## src/rtl/sine_cos_pkg.sv

```systemverilog
// rtl/sine_cos_pkg.sv - shared FSM states and shift-clamp bounds for sine_cos_gen
package sine_cos_pkg;

  localparam logic [0:0] ST_IDLE = 1'b0;
  localparam logic [0:0] ST_RUN  = 1'b1;

  localparam int unsigned K_MIN = 1;

  // Largest usable shift for a W-bit state; beyond this the update term vanishes.
  function automatic int unsigned k_max(input int unsigned w);
    return w - 2;
  endfunction

endpackage

```

## src/rtl/sine_cos_gen_if.sv

```systemverilog
// rtl/sine_cos_gen_if.sv - control and sample-stream bundle for sine_cos_gen
interface sine_cos_gen_if #(
  parameter int W     = 16,
  parameter int SH_W  = 4,
  parameter int CNT_W = 16
);
  logic                    start;
  logic                    stop;
  logic                    mode;
  logic signed [W-1:0]     amp;
  logic [SH_W-1:0]         shift;
  logic [CNT_W-1:0]        burst_len;
  logic                    out_ready;
  logic                    out_valid;
  logic signed [W-1:0]     sine;
  logic signed [W-1:0]     cos;
  logic                    busy;
  logic                    done;
  logic [CNT_W-1:0]        period;

  modport master (
    input  start, stop, mode, amp, shift, burst_len, out_ready,
    output out_valid, sine, cos, busy, done, period
  );

  modport slave (
    output start, stop, mode, amp, shift, burst_len, out_ready,
    input  out_valid, sine, cos, busy, done, period
  );
endinterface

```

## src/rtl/sine_cos_gen_minsky_step.sv

```systemverilog
// rtl/sine_cos_gen_minsky_step.sv - one combinational Minsky circle update
module minsky_step #(
  parameter int W    = 16,
  parameter int SH_W = 4
) (
  input  logic signed [W-1:0] sine,
  input  logic signed [W-1:0] cos,
  input  logic [SH_W-1:0]     k,
  output logic signed [W-1:0] s_n,
  output logic signed [W-1:0] c_n
);
  // cos update uses the new sine; that ordering keeps the orbit closed.
  assign s_n = sine + (cos >>> k);
  assign c_n = cos - (s_n >>> k);
endmodule

```

## src/rtl/sine_cos_gen.sv

```systemverilog
// rtl/sine_cos_gen.sv - stallable sine/cos oscillator; SINCOS_PERIOD_EN adds zero-crossing period measurement
module sine_cos_gen
  import sine_cos_pkg::*;
#(
  parameter int W     = 16,
  parameter int SH_W  = 4,
  parameter int CNT_W = 16
) (
  input logic            clk,
  input logic            reset,
  sine_cos_gen_if.master bus
);
  logic [0:0]          state_r;
  logic signed [W-1:0] sine_r, cos_r, s_n, c_n;
  logic [SH_W-1:0]     k_r, k_clamped;
  logic                mode_r;
  logic [CNT_W-1:0]    len_r, count_r;
  logic                run, init, step, last;

  assign run  = (state_r == ST_RUN);
  assign init = bus.start & ~bus.stop;
  // stop and start both pre-empt a concurrent accept
  assign step = run & bus.out_ready & ~bus.stop & ~bus.start;
  // len_r of 0 wraps to all-ones, giving a 2^CNT_W burst
  assign last = mode_r & (count_r == (len_r - CNT_W'(1)));

  always_comb begin
    k_clamped = bus.shift;
    if (32'(bus.shift) < K_MIN)
      k_clamped = SH_W'(K_MIN);
    else if (32'(bus.shift) > k_max(W))
      k_clamped = SH_W'(k_max(W));
  end

  minsky_step #(.W(W), .SH_W(SH_W)) u_step (
    .sine (sine_r),
    .cos  (cos_r),
    .k    (k_r),
    .s_n  (s_n),
    .c_n  (c_n)
  );

  always_ff @(posedge clk or negedge reset) begin
    if (!reset) begin
      state_r <= ST_IDLE;
      sine_r  <= '0;
      cos_r   <= '0;
      k_r     <= SH_W'(K_MIN);
      mode_r  <= 1'b0;
      len_r   <= '0;
      count_r <= '0;
    end else if (run && bus.stop) begin
      state_r <= ST_IDLE;
    end else if (init) begin
      state_r <= ST_RUN;
      sine_r  <= '0;
      cos_r   <= bus.amp;
      k_r     <= k_clamped;
      mode_r  <= bus.mode;
      len_r   <= bus.burst_len;
      count_r <= '0;
    end else if (step) begin
      sine_r  <= s_n;
      cos_r   <= c_n;
      count_r <= count_r + CNT_W'(1);
      if (last)
        state_r <= ST_IDLE;
    end
  end

  assign bus.out_valid = run;
  assign bus.busy      = run;
  assign bus.sine      = sine_r;
  assign bus.cos       = cos_r;
  assign bus.done      = step & last;

`ifdef SINCOS_PERIOD_EN
  logic [CNT_W-1:0] per_cnt_r, period_r;

  always_ff @(posedge clk or negedge reset) begin
    if (!reset) begin
      per_cnt_r <= '0;
      period_r  <= '0;
    end else if (init) begin
      per_cnt_r <= '0;
    end else if (step) begin
      // positive-going zero crossing closes one period
      if (sine_r[W-1] && !s_n[W-1]) begin
        period_r  <= per_cnt_r + CNT_W'(1);
        per_cnt_r <= '0;
      end else begin
        per_cnt_r <= per_cnt_r + CNT_W'(1);
      end
    end
  end

  assign bus.period = period_r;
`else
  assign bus.period = '0;
`endif

endmodule
```

## src/flat_wrapper.sv

```systemverilog
// flat-port wrapper written by rule: the top's interface ports become plain ports
module sine_cos_gen_flat import sine_cos_pkg::*;
#(
  parameter int W     = 16,
  parameter int SH_W  = 4,
  parameter int CNT_W = 16
)
  (clk, reset, bus_start, bus_stop, bus_mode, bus_amp, bus_shift, bus_burst_len, bus_out_ready, bus_out_valid, bus_sine, bus_cos, bus_busy, bus_done, bus_period);
  sine_cos_gen_if #(.W(W), .SH_W(SH_W), .CNT_W(CNT_W)) bus_i ();
  input logic clk;
  input logic reset;
  input wire logic [$bits(bus_i.start)-1:0] bus_start;
  input wire logic [$bits(bus_i.stop)-1:0] bus_stop;
  input wire logic [$bits(bus_i.mode)-1:0] bus_mode;
  input wire logic [$bits(bus_i.amp)-1:0] bus_amp;
  input wire logic [$bits(bus_i.shift)-1:0] bus_shift;
  input wire logic [$bits(bus_i.burst_len)-1:0] bus_burst_len;
  input wire logic [$bits(bus_i.out_ready)-1:0] bus_out_ready;
  output wire logic [$bits(bus_i.out_valid)-1:0] bus_out_valid;
  output wire logic [$bits(bus_i.sine)-1:0] bus_sine;
  output wire logic [$bits(bus_i.cos)-1:0] bus_cos;
  output wire logic [$bits(bus_i.busy)-1:0] bus_busy;
  output wire logic [$bits(bus_i.done)-1:0] bus_done;
  output wire logic [$bits(bus_i.period)-1:0] bus_period;
  assign bus_i.start = bus_start;
  assign bus_i.stop = bus_stop;
  assign bus_i.mode = bus_mode;
  assign bus_i.amp = bus_amp;
  assign bus_i.shift = bus_shift;
  assign bus_i.burst_len = bus_burst_len;
  assign bus_i.out_ready = bus_out_ready;
  assign bus_out_valid = bus_i.out_valid;
  assign bus_sine = bus_i.sine;
  assign bus_cos = bus_i.cos;
  assign bus_busy = bus_i.busy;
  assign bus_done = bus_i.done;
  assign bus_period = bus_i.period;
  sine_cos_gen #(.W(W), .SH_W(SH_W), .CNT_W(CNT_W)) u_core (.clk(clk), .reset(reset), .bus(bus_i));
endmodule
```

## config.mk

```make
export PLATFORM = sky130hd
export DESIGN_NAME = sine_cos_gen_flat
export DESIGN_NICKNAME = d
export VERILOG_FILES = /design/src/rtl/sine_cos_pkg.sv /design/src/rtl/sine_cos_gen_if.sv /design/src/rtl/sine_cos_gen_minsky_step.sv /design/src/rtl/sine_cos_gen.sv /design/src/flat_wrapper.sv
export SDC_FILE = /design/constraint.sdc
export NUM_CORES = 1
export LEC_CHECK = 0
export BUFFER_PORTS_ARGS = -buffer_cell sky130_fd_sc_hd__clkbuf_2
export CORE_UTILIZATION = 53
export CTS_CLUSTER_SIZE = 24
export DETAILED_ROUTE_END_ITERATION = 6
export PLACE_DENSITY = 0.8
export SETUP_SLACK_MARGIN = 0.5
export SYNTH_ARGS = -nofsm -noshare
export SYNTH_HDL_FRONTEND = slang
export SYNTH_SLANG_ARGS = --single-unit
```

## constraint.sdc

```tcl
create_clock -name clk -period 12.4 [get_ports clk]
set_input_delay 1.86 -clock clk [delete_from_list [all_inputs] [get_ports clk]]
set_output_delay 1.86 -clock clk [all_outputs]
set_load 0.01 [all_outputs]
```

==> flow_metrics.py <==
metrics = {
    "logic_synthesis": {
        "synth_area_mm2": 0.00627,
        "syn-instance-count": 775,
        "synth_enable_flop_cells": 0,
        "synth_cell_type_count": 70,
        "yosys_most_used_dff": "sky130_fd_sc_hd__dfrtp_1",
        "synth-seq-cells": 70,
        "post-synth-top-area-fraction_pct": 27.5,
        "post_synth_main_area_contributors": "sky130_fd_sc_hd__dfrtp_1, sky130_fd_sc_hd__nand2_1, sky130_fd_sc_hd__ha_1",
        "syn-mean-instance-area_um2": 8.10,
        "post_synth_most_frequent_cells": "sky130_fd_sc_hd__nand2_1, sky130_fd_sc_hd__dfrtp_1, sky130_fd_sc_hd__nor2_1",
        "synth_most_common_cell": "sky130_fd_sc_hd__nand2_1",
        "synth_warnings": 0,
        "share_of_the_yosys_chip_area_belonging_to_registers_pct": 27.9,
        "cell_type_with_the_highest_aggregate_area_in_the_netlist": "sky130_fd_sc_hd__dfrtp_1",
        "synth_async_sr_flop_share_pct": 100,
    },
    "sta": {
        "max-slew-margin-rel_pct": 39.0,
        "drv_slew": 0,
        "worstMarginPinSlew_ns": 0.915,
        "setup_repair_after_global_routing_missed_its_margin": "no",
        "finalCritPeriodShare_pct": 55.7,
        "hold_ws_ns": 0.480,
        "final_sum_of_negative_setup_slack_ns": 0,
        "fmax_mhz": 145,
        "fin_worst_skew_ns": 0.00976,
        "setup-violations-final": 0,
        "fin_crit_ns": 6.91,
        "hold_violations": 0,
    },
    "cts": {
        "clockRootBuffer": "sky130_fd_sc_hd__clkbuf_16",
        "postCtsSetupBuffers": 0,
        "cts_tree": "built",
        "post_cts_resized": 0,
        "clock_insertion_delay_worst_skew_ns": 0.35,
        "cts-buffers-inserted": 9,
        "clkSlewWorstSetupHoldPaths_ns": 0.06,
        "clkSinkCount": 70,
        "cts_hold_buf": 0,
        "max_root_sink_buffers": 2,
        "cts_max_level": 3,
    },
    "floorplan": {
        "die-area_mm2": 0.0123,
        "floorplan.core_area_mm2": 0.0115,
        "initial_core_util_pct": 54.7,
        "ios": 93,
        "cell_row_count": 39,
        "die-width_um": 111,
        "die_h_um": 111,
    },
    "final_layout": {
        "synthToLayoutAreaGrowth_pct": 11.3,
        "share_of_final_layout_standard_cells_stronger_than_drive_strength_1_pct": 16.7,
        "antenna-diode-count": 0,
        "final_stage_net_count": 904,
        "num-fill-cells": 1012,
        "stdcell_count": 976,
    },
    "critical_path": {
        "worst-endpoint-arrival_ns": 7.16,
        "r2r_cells": 27,
        "data_required_time_at_the_worst_endpoint_ns": 12.65,
        "max_stage_delay_ns": 0.52,
        "slowest_stage_cell_crit_path": "sky130_fd_sc_hd__a211oi_1",
        "setup.reg_to_reg.worst_slack_ns": 5.49,
        "timing.setup.critical_path_class": "reg2reg",
        "combined_buffer_and_inverter_count_along_the_critical_path": 2,
        "endpoint_kind": "flop",
        "worst-path-max-fanout": 33,
        "critPathTopFamily": "compound AO/OA/AOI/OAI gates",
        "worstSetupPathDepth": 27,
        "setup.worst_path.start_class": "flop",
    },
    "place": {
        "gp_congestion": 0.956,
        "place.port_buffers": 76,
        "post-place-cells": 960,
        "dpl.hpwl_um": 12500,
    },
    "power": {
        "leakagePower_nw": 3.31,
        "power-per-cell-area_mw_per_mm2": 195,
        "max_ir_drop_vdd_mv": 0.117,
    },
    "routing": {
        "avgViaCountPerCell": 6.16,
        "initial_detailed_routing_violation_count": 497,
        "detailroute.via_count": 6009,
        "post-route-drc-count": 3,
        "detail_route.wirelength_um": 17000,
        "detail_route.first_pass.iterations": 7,
        "routedWlPerCell_um": 17.4,
        "antenna_left": 0,
    },
    "hold_path": {
        "hp-class": "reg2reg",
        "whs_path_depth": 2,
    },
    "global_routing": {
        "antenna_found_initial": 0,
        "grt_max_degree": 71,
        "grt_pass1_vias": 5382,
        "grt_use_total_pct": 27.8,
        "wire_length_of_the_first_global_routing_pass_um": 27600,
        "grt-ovfl-total": 0,
    },
    "job": {
        "drv.max_cap_violation_count": 0,
    },
    "outcome": {
        "run_status": "complete, but fails checks",
        "violated_checks": "design-rule violations",
    },
}
==> layout by cell type (no fill, tap or decap), types with 6 or more instances in the layout <==
cell type	instances
sky130_fd_sc_hd__nand2_1	115
sky130_fd_sc_hd__and3_1	16
sky130_fd_sc_hd__conb_1	16
sky130_fd_sc_hd__and2_1	6
sky130_fd_sc_hd__dfrtp_1	69
sky130_fd_sc_hd__inv_1	18
sky130_fd_sc_hd__xor2_1	19
sky130_fd_sc_hd__clkbuf_16	9
sky130_fd_sc_hd__nand2b_1	6
sky130_fd_sc_hd__a22o_1	12
sky130_fd_sc_hd__o22ai_1	7
sky130_fd_sc_hd__a31oi_1	8
sky130_fd_sc_hd__ha_1	32
sky130_fd_sc_hd__buf_4	7
sky130_fd_sc_hd__nor2_1	64
sky130_fd_sc_hd__mux2i_1	25
sky130_fd_sc_hd__a21oi_1	62
sky130_fd_sc_hd__mux4_2	8
sky130_fd_sc_hd__o21ai_0	61
sky130_fd_sc_hd__a21o_1	11
sky130_fd_sc_hd__o211ai_1	6
sky130_fd_sc_hd__nor3_1	14
sky130_fd_sc_hd__xnor2_1	35
sky130_fd_sc_hd__clkbuf_2	75
sky130_fd_sc_hd__nand3_1	20
sky130_fd_sc_hd__a211oi_1	10
sky130_fd_sc_hd__mux2_2	10
sky130_fd_sc_hd__a22oi_1	7
==> metal layers <==
metal	wire length (um)	vias to the layer above	global-route usage [%]	share of wire [%]
met1	7560	2791	40.1	44
li1	-	2872	-	-
met5	0	-	0	0
met4	325	0	8.89	1.9
met2	7740	311	42.8	46
met3	1370	35	4.26	8.1
==> path summary, 6_finish.rpt <==
check	from	to
max	u_core.k_r[1]	u_core.bus.cos[15]
min in group asynchronous	reset	u_core.bus.sine[14]
max reg2reg	u_core.k_r[1]	u_core.bus.cos[15]
min	u_core.mode_r	u_core.mode_r
max in group asynchronous	reset	u_core.bus.sine[1]
min reg2reg	u_core.mode_r	u_core.mode_r
==> sequential cells by signal, indices dropped and copies added (netlist names) <==
signal	count
u_core.bus.sine	16
u_core.bus.cos	16
u_core.count_r	16
u_core.bus.busy	1
u_core.len_r	16
u_core.mode_r	1
u_core.k_r	4
==> worst min-delay path: cells and delay by family (launching register included) <==
kind,cells,cell delay (ns)
flops,1,0.35
simple gates,2,0.10
==> per-stage QoR <==
step	worst slack (ns)	total power, mW	area, um2	util (%)
after floorplan	6.44	0.888	6330	-
after global placement	5.83	1.06	6680	58.2
after detailed placement	5.70	1.07	6680	58.2
after CTS	5.65	1.35	6980	60.9
after global routing	4.94	1.45	6980	60.9
final	5.49	1.36	6980	60.9
==> logic make-up (layout without fill, tap and decap cells) <==
group                      Yosys count  count (layout)  synth area share [%]
xor gates and xnor gates            54              54                  7.54
AOI/OAI and AO/OA                  220             220                  22.4
other                                1              16                0.0598
adders and majority gates           34              34                  7.02
muxes                               43              43                  8.65
and+or+nand+nor                    277             277                  20.8
DFF                                 70              70                  27.9
buffers and inverters               76             119                  5.60
==> power by group <==
group	internal (mW)	leakage, nW	switching [mW]
Combinational	0.331	2.26	0.450
Clock	0.162	0.145	0.111
Sequential	0.256	0.906	0.0526
Total	0.749	3.31	0.614
==> area by class of cell <==
| type | instances | area, um2 | share of cell area, % |
|---|---|---|---|
| multi-input cells | 644 | 4240 | 60.7 |
| flip-flops and latches | 70 | 1750 | 25.1 |
| repair buffers | 83 | 433 | 6.20 |
| clock buffers | 10 | 239 | 3.42 |
| well taps | 143 | 179 | 2.56 |
| inverters | 20 | 75.1 | 1.08 |
| clock inverters | 6 | 67.6 | 0.968 |
No activity file was read; power rests on OpenSTA's default activity.
